### src/rtl/shift_seq_ctrl.sv
// Multi-pass sequencer that drives an external 8-bit right barrel shifter
// (at most 7 positions per pass). Optional macro: SHIFT_SEQ_SATURATE_EN.
module shift_seq_ctrl (
  input  logic       i_clk,
  input  logic       i_rst,
  input  logic       i_valid,
  output logic       o_ready,
  input  logic [7:0] i_data,
  input  logic [4:0] i_sa,
  input  logic       i_st,
  output logic [7:0] o_sh_data,
  output logic [2:0] o_sh_sa,
  output logic       o_sh_st,
  input  logic [7:0] i_sh_data,
  output logic       o_valid,
  input  logic       i_ready,
  output logic [7:0] o_data,
  output logic       o_busy
);

  localparam int unsigned DATA_W = 8;
  localparam int unsigned SA_W   = 5;
  localparam int unsigned PASS_W = 3;
  localparam logic [SA_W-1:0] MAX_PASS = SA_W'(7);

  typedef enum logic [1:0] {
    S_IDLE  = 2'd0,
    S_SHIFT = 2'd1,
    S_DONE  = 2'd2
  } state_t;

  state_t              r_state;
  state_t              w_state_nxt;
  logic [DATA_W-1:0]   r_work;
  logic [DATA_W-1:0]   w_work_nxt;
  logic [SA_W-1:0]     r_rem;
  logic [SA_W-1:0]     w_rem_nxt;
  logic                r_st;
  logic                w_st_nxt;
  logic [SA_W-1:0]     w_pass_sa;
  logic [SA_W-1:0]     w_rem_dec;
  logic                w_accept;

  // Amount applied by the current pass and what remains after it.
  assign w_pass_sa = (r_rem > MAX_PASS) ? MAX_PASS : r_rem;
  assign w_rem_dec = r_rem - w_pass_sa;
  assign w_accept  = i_valid & (r_state == S_IDLE) & ~i_rst;

  always_ff @(posedge i_clk or posedge i_rst) begin
    if (i_rst) begin
      r_state <= S_IDLE;
      r_work  <= '0;
      r_rem   <= '0;
      r_st    <= 1'b0;
    end else begin
      r_state <= w_state_nxt;
      r_work  <= w_work_nxt;
      r_rem   <= w_rem_nxt;
      r_st    <= w_st_nxt;
    end
  end

  always_comb begin
    w_state_nxt = r_state;
    w_work_nxt  = r_work;
    w_rem_nxt   = r_rem;
    w_st_nxt    = r_st;
    case (r_state)
      S_IDLE: begin
        if (w_accept) begin
          w_work_nxt = i_data;
          w_rem_nxt  = i_sa;
          w_st_nxt   = i_st;
          if (i_sa == '0) begin
            w_state_nxt = S_DONE;
`ifdef SHIFT_SEQ_SATURATE_EN
          end else if (i_sa >= SA_W'(DATA_W)) begin
            // Shifting out every bit leaves only fill bits; skip iterating.
            w_work_nxt  = {DATA_W{i_st & i_data[DATA_W-1]}};
            w_rem_nxt   = '0;
            w_state_nxt = S_DONE;
`endif
          end else begin
            w_state_nxt = S_SHIFT;
          end
        end
      end
      S_SHIFT: begin
        w_work_nxt = i_sh_data;
        w_rem_nxt  = w_rem_dec;
        if (w_rem_dec == '0) begin
          w_state_nxt = S_DONE;
        end
      end
      S_DONE: begin
        if (i_ready) begin
          w_state_nxt = S_IDLE;
        end
      end
      default: begin
        w_state_nxt = S_IDLE;
      end
    endcase
  end

  // Handshake flags are pure state decodes; ready is also gated by reset.
  assign o_ready   = (r_state == S_IDLE) & ~i_rst;
  assign o_valid   = (r_state == S_DONE);
  assign o_busy    = (r_state == S_SHIFT) | (r_state == S_DONE);
  assign o_sh_sa   = (r_state == S_SHIFT) ? w_pass_sa[PASS_W-1:0] : '0;
  assign o_sh_data = r_work;
  assign o_sh_st   = r_st;
  assign o_data    = r_work;

endmodule

### config.mk
export PLATFORM = sky130hd
export DESIGN_NAME = shift_seq_ctrl
export DESIGN_NICKNAME = d
export VERILOG_FILES = /design/src/rtl/shift_seq_ctrl.sv
export SDC_FILE = /design/constraint.sdc
export NUM_CORES = 1
export LEC_CHECK = 0
export CORE_MARGIN = 2
export CORE_UTILIZATION = 25
export CTS_BUF_LIST = sky130_fd_sc_hd__clkbuf_8
export CTS_CLUSTER_DIAMETER = 30
export DETAILED_ROUTE_END_ITERATION = 12
export GPL_TIMING_DRIVEN = 0
export PLACE_DENSITY_LB_ADDON = 0.2
export SLEW_MARGIN = 40
export SYNTH_ARGS = -nofsm -noshare
export SYNTH_HDL_FRONTEND = slang
export SYNTH_SLANG_ARGS = --single-unit
### constraint.sdc
create_clock -name i_clk -period 2.3 [get_ports i_clk]
set_clock_uncertainty 0.2 [all_clocks]
set_input_delay 0.23 -clock i_clk [delete_from_list [all_inputs] [get_ports i_clk]]
set_output_delay 0.23 -clock i_clk [all_outputs]
set_load 0.01 [all_outputs]
# After elaboration in Yosys (flattened, before gate mapping)
# Cells that the tools add are included.
[classes] n_addsub=1 magnitude_cmp=1 n_eq_ne=5 mux=11 n_bitwise=5 n_reduce_logical=7
[ops] op="$pmux 8 s2" count=1
[ops] op="$logic_not 5->1" count=2
[ops] op="$mux 5" count=2
[ops] op="$pmux 5 s2" count=1
[ops] op="$mux 2" count=4
[ops] op="$mux 8" count=1
[ops] op="$pmux 2 s3" count=1
[ops] op="$gt 5x3->1 const B" count=1
[ops] op="$sub 5x5->5" count=1
[ops] op="$ne 2x2->1 const B" count=2
[ops] op="$reduce_and 2->1" count=2
[ops] op="$and 1x1->1" count=3
[ops] op="$mux 3" count=1
[ops] op="$reduce_and 3->1" count=1
[ops] op="$eq 2x1->1 const B" count=1
[ops] op="$eq 2x2->1 const B" count=1
[ops] op="$logic_not 2->1" count=1
[ops] op="$ne 2x1->1 const B" count=1
[ops] op="$reduce_bool 2->1" count=1
[ops] op="$not 1->1" count=1
[ops] op="$or 1x1->1" count=1
[totals] regBits=16 in_bits=26 output_inout_bits=23 elab_cells=34

# Depth between registers and ports, before layout
[depth] word_depth=6 ltp_mapped=8 mapped_depth_nobuf=7

# Worst setup path before layout
# Ideal clock, no wire load.
[synth_path] path_kind="reg2reg" from="register r_rem[4]" to="register r_rem[4]" setup_ps=118 arrival_time_ps=1542 required_time_ps=1982 setup_slack_ps=440 stages_incl_launch_ff=9 path_buffers=1 period_less_slack_ps=1860 cell_sequence="dfrtp_1 > buf_2 > nor2_1 > or2_2 > ha_1 > a21o_1 > a21oi_1 > a211oi_1 > a21o_1"
[synth_via] elab_chain_len=4
[synth_lines] item="start: declaration" line_no="36" rtl="logic [SA_W-1:0] r_rem;"
[synth_lines] item="start signal: assignment" line_no="58" rtl="r_rem <= w_rem_nxt;"
[synth_lines] item="$gt 5x3->1" line_no="45" rtl="assign w_pass_sa = (r_rem > MAX_PASS) ? MAX_PASS : r_rem;"
[synth_lines] item="$mux 5" line_no="45"
[synth_lines] item="$sub 5x5->5 (*)" line_no="46" rtl="assign w_rem_dec = r_rem - w_pass_sa;"
[synth_lines] item="$pmux 5 s2 (*)" line_no="68" rtl="case (r_state)"
# Mark *: on every way between the ends. The rest lies on a longest branch, timed or not.
# A chain may end at the register's enable or synchronous reset.

# Worst setup path after layout
[layout_path] from="register r_state[1]" to="output port o_ready"
[layout_via] elab_chain_len=2
[layout_lines] item="start: declaration" line_no="32" rtl="state_t r_state;"
[layout_lines] item="start signal: assignment" line_no="56" rtl="r_state <= w_state_nxt;"
[layout_lines] item="$logic_not 2->1" line_no="107" rtl="assign o_ready = (r_state == S_IDLE) & ~i_rst;"
[layout_lines] item="$and 1x1->1" line_no="107"
[layout_lines] item="end: declaration" line_no="7" rtl="output logic o_ready,"
# No other way between the ends.

==> impl_results.md <==
* Most frequent cells in the layout: 45 x clkdlybuf4s50_1, 16 x dfrtp_1, 13 x buf_4, 12 x o21ai_0
* Layout cells sized above 1 at 19.05%
* CP endpoint kind: primary output
* Top-area cell type share of the netlist area at a little under two fifths
* First-pass GRT wire length at 4091 um
* Antenna diode count at 0
* Area leader, netlist: dfrtp_1
* Core area at between 4000 and 5000 sq um
* Fin. Hold Viols at 0
* Initial Utilization at a little over a quarter
* TNS Setup at 0 ns
* Crit path kind: register to primary output
* Initial DRT Pass Iterations at 4
* Crit share post-route at 94.38%
* Leakage at 0.7842 nW
* Worst hold path class: input pin to asynchronous set/reset pin
* PnR worst setup slack at 0.1292 ns
* Final GP Congestion at 0.7687
* Ys Warns at 0
* Chip height at 68.84 um
* Synthesized flop and latch total at 16
* Pwr Density at 1386 nW/um^2
* Post-synth ARST share at 100.0%
* CTS tree: built
* Clk_lat worst skew at 0.25 ns
* Routed len/inst at 12.08 um
* Max-Slew Margin vs Limit at 57.56%
* Crit-path max FO at 4
* Via count at 973
* Post-Syn Area at between 1000 and 1500 sq um
* Grt ovf at 0
* Initial antenna violation count at 0
* Cell variety after synth at 30
* Die width at just under 70 um
* Place WS at roughly 0.25 ns
* Main synth FF type: dfrtp_1
* DIE AREA at 4739 sq um
* Final core occ at 42.05%
* Worst r2r dst: r_rem[4]$_DFFE_PP0P_
* CP arrival at 1.74 ns
* Initial drt markers at 14
* Worst Reg-to-Reg Cells at 8
* Startpoint Class: register
* CTS Hold Bufs at 0
* Cell Rows at 23
* Clk sink count at 16
* Most common cell after layout, fill and taps aside: clkdlybuf4s50_1
* CTS max path bufs at 2
* Fmax at 460.7 MHz
* Largest net degree at the start of global routing at 17
* Total CTS buffers at 3
* Reg2reg start: r_rem[4]$_DFFE_PP0P_
* Status: finished, final reports clean
* ANT nets after route at 0
* I/O Buffers at 48
* Avg Inst Size Synth at 9.384 sq um
* Total GRT Usage at 11.68%
* Final Critical Period at between 2 and 2.5 ns
* Clk slew on worst S/H paths at around 0.07 ns
* Dpl hpwl at 2071 um
* Net Count, Synth at 142
* Peak VDD IR at 594.2 uV
* Vias per inst at 4.463
* Post-route DRC violation count at 0
* Slew @ Worst Pin at approximately 0.64 ns
* Layout net count at just under 200
* Worst path required time at 1.87 ns
* Vias in the first global route at between 900 and 1000
* Slew Limit Fails at 0
* Max Cap Violations at 0
* Number of synthesized flops with an enable pin at 0
* Cells after Synth at 112
* RSZ-0062 raised after global routing: no
* Sequential element share of the synthesized area at 38.10%
* Final WL at 2634 um
* Synth area leaders: dfrtp_1 38%, mux2i_1 10%, buf_4 7.1%, o21ai_0 5.7%, ha_1 4.8%
* CTS Root Buffer Type: clkbuf_8
* H-tree depth at 1
* I/O pin cnt at 49
* Area grow syn2layout at 61.19%
* Finish-stage setup viols at 0
* R2R setup slack at 0.29 ns
[cell families after synthesis]
family	synth area share [%]
AND/OR/NAND/NOR	15.12
AO/OA/AOI/OAI	16.79
buffers and inverters	13.69
flip-flops	38.09
multiplexers	11.55
adder cells (fa/ha/maj)	4.762
[repair_timing]
action                                  in CTS  in global routing
buffers inserted                             0                  4
endpoints found under the setup margin       3                  3
pin swaps                                    0                  0
gates resized for setup                      1                  4
[metal layers]
metal	track usage, %	wire length, um	vias up
li1	-	-	493
met1	13.29	1080	455
met2	21.15	1416	23
met3	2.597	120	2
met4	4.412	17	0
met5	0	0	-
[flip-flops by register name, summed over array words and instances (netlist names)]
register / count
o_data: 8
r_rem: 5
r_state: 2
o_sh_st: 1
[synth_stat cells (2+ instances only)]
cell type / instances
dfrtp_1: 16
ha_1: 4
inv_1: 7
o22ai_1: 2
o21ai_0: 12
buf_4: 10
nand2_1: 11
buf_6: 3
mux2i_1: 11
nor2_1: 7
a21o_1: 2
a21oi_1: 3
nor3_1: 6
or2_2: 2
[where the power goes]
part           switching (W)  total [W]  internal [W]  leakage, nW
clock              0.0000987   0.000251      0.000152       0.0288
combinational       0.000683    0.00156      0.000873        0.558
sequential          0.000117   0.000542      0.000425        0.197
[critical path: stages (launching register included)]
cell and delay, ns:
dfrtp_1 0.40, inv_1 0.08, ha_1 0.21, nor2b_2 0.23, clkdlybuf4s50_1 0.56
[layout make-up]
cell class                 instances  area [sq um]
fill                             405          2335
timing repair buffer              52         518.0
multi-input combinational         74         506.7
sequential                        16         400.4
buffer                            14         117.6
tap                               50         62.56
clock buffer                       4         55.05
inverter                           8         33.78
[worst max path at each step]
stage	depth (start not counted)	slack (ns)	end	from
final	4	0.13	o_ready	r_state[1]$_DFFE_PP0P_
after global routing	4	0.01	o_ready	r_state[0]$_DFFE_PP0P_
after CTS	6	0.006	o_sh_sa[2]	r_state[1]$_DFFE_PP0P_
after detailed placement	6	0.25	o_sh_sa[2]	r_state[1]$_DFFE_PP0P_
after global placement	6	0.28	o_sh_sa[0]	r_state[1]$_DFFE_PP0P_
after floorplan	8	0.44	r_rem[4]$_DFFE_PP0P_	r_rem[4]$_DFFE_PP0P_
[per-stage QoR]
| stage | total power, W | area, sq um | hold slack (ns) | cells |
|---|---|---|---|---|
| 2_1_floorplan | 0.001449 | 1051 | -0.05626 | 112 |
| 3_3_place_gp | 0.002037 | 1594 | 0.2859 | 210 |
| 3_5_place_dp | 0.002068 | 1594 | 0.3072 | 210 |
| 4_1_cts | 0.002335 | 1653 | 0.2633 | 214 |
| 5_1_grt | 0.002557 | 1694 | 0.3167 | 218 |
| 6_report | 0.002348 | 1694 | 0.2405 | 218 |
Power figures use the tool's default switching activity.
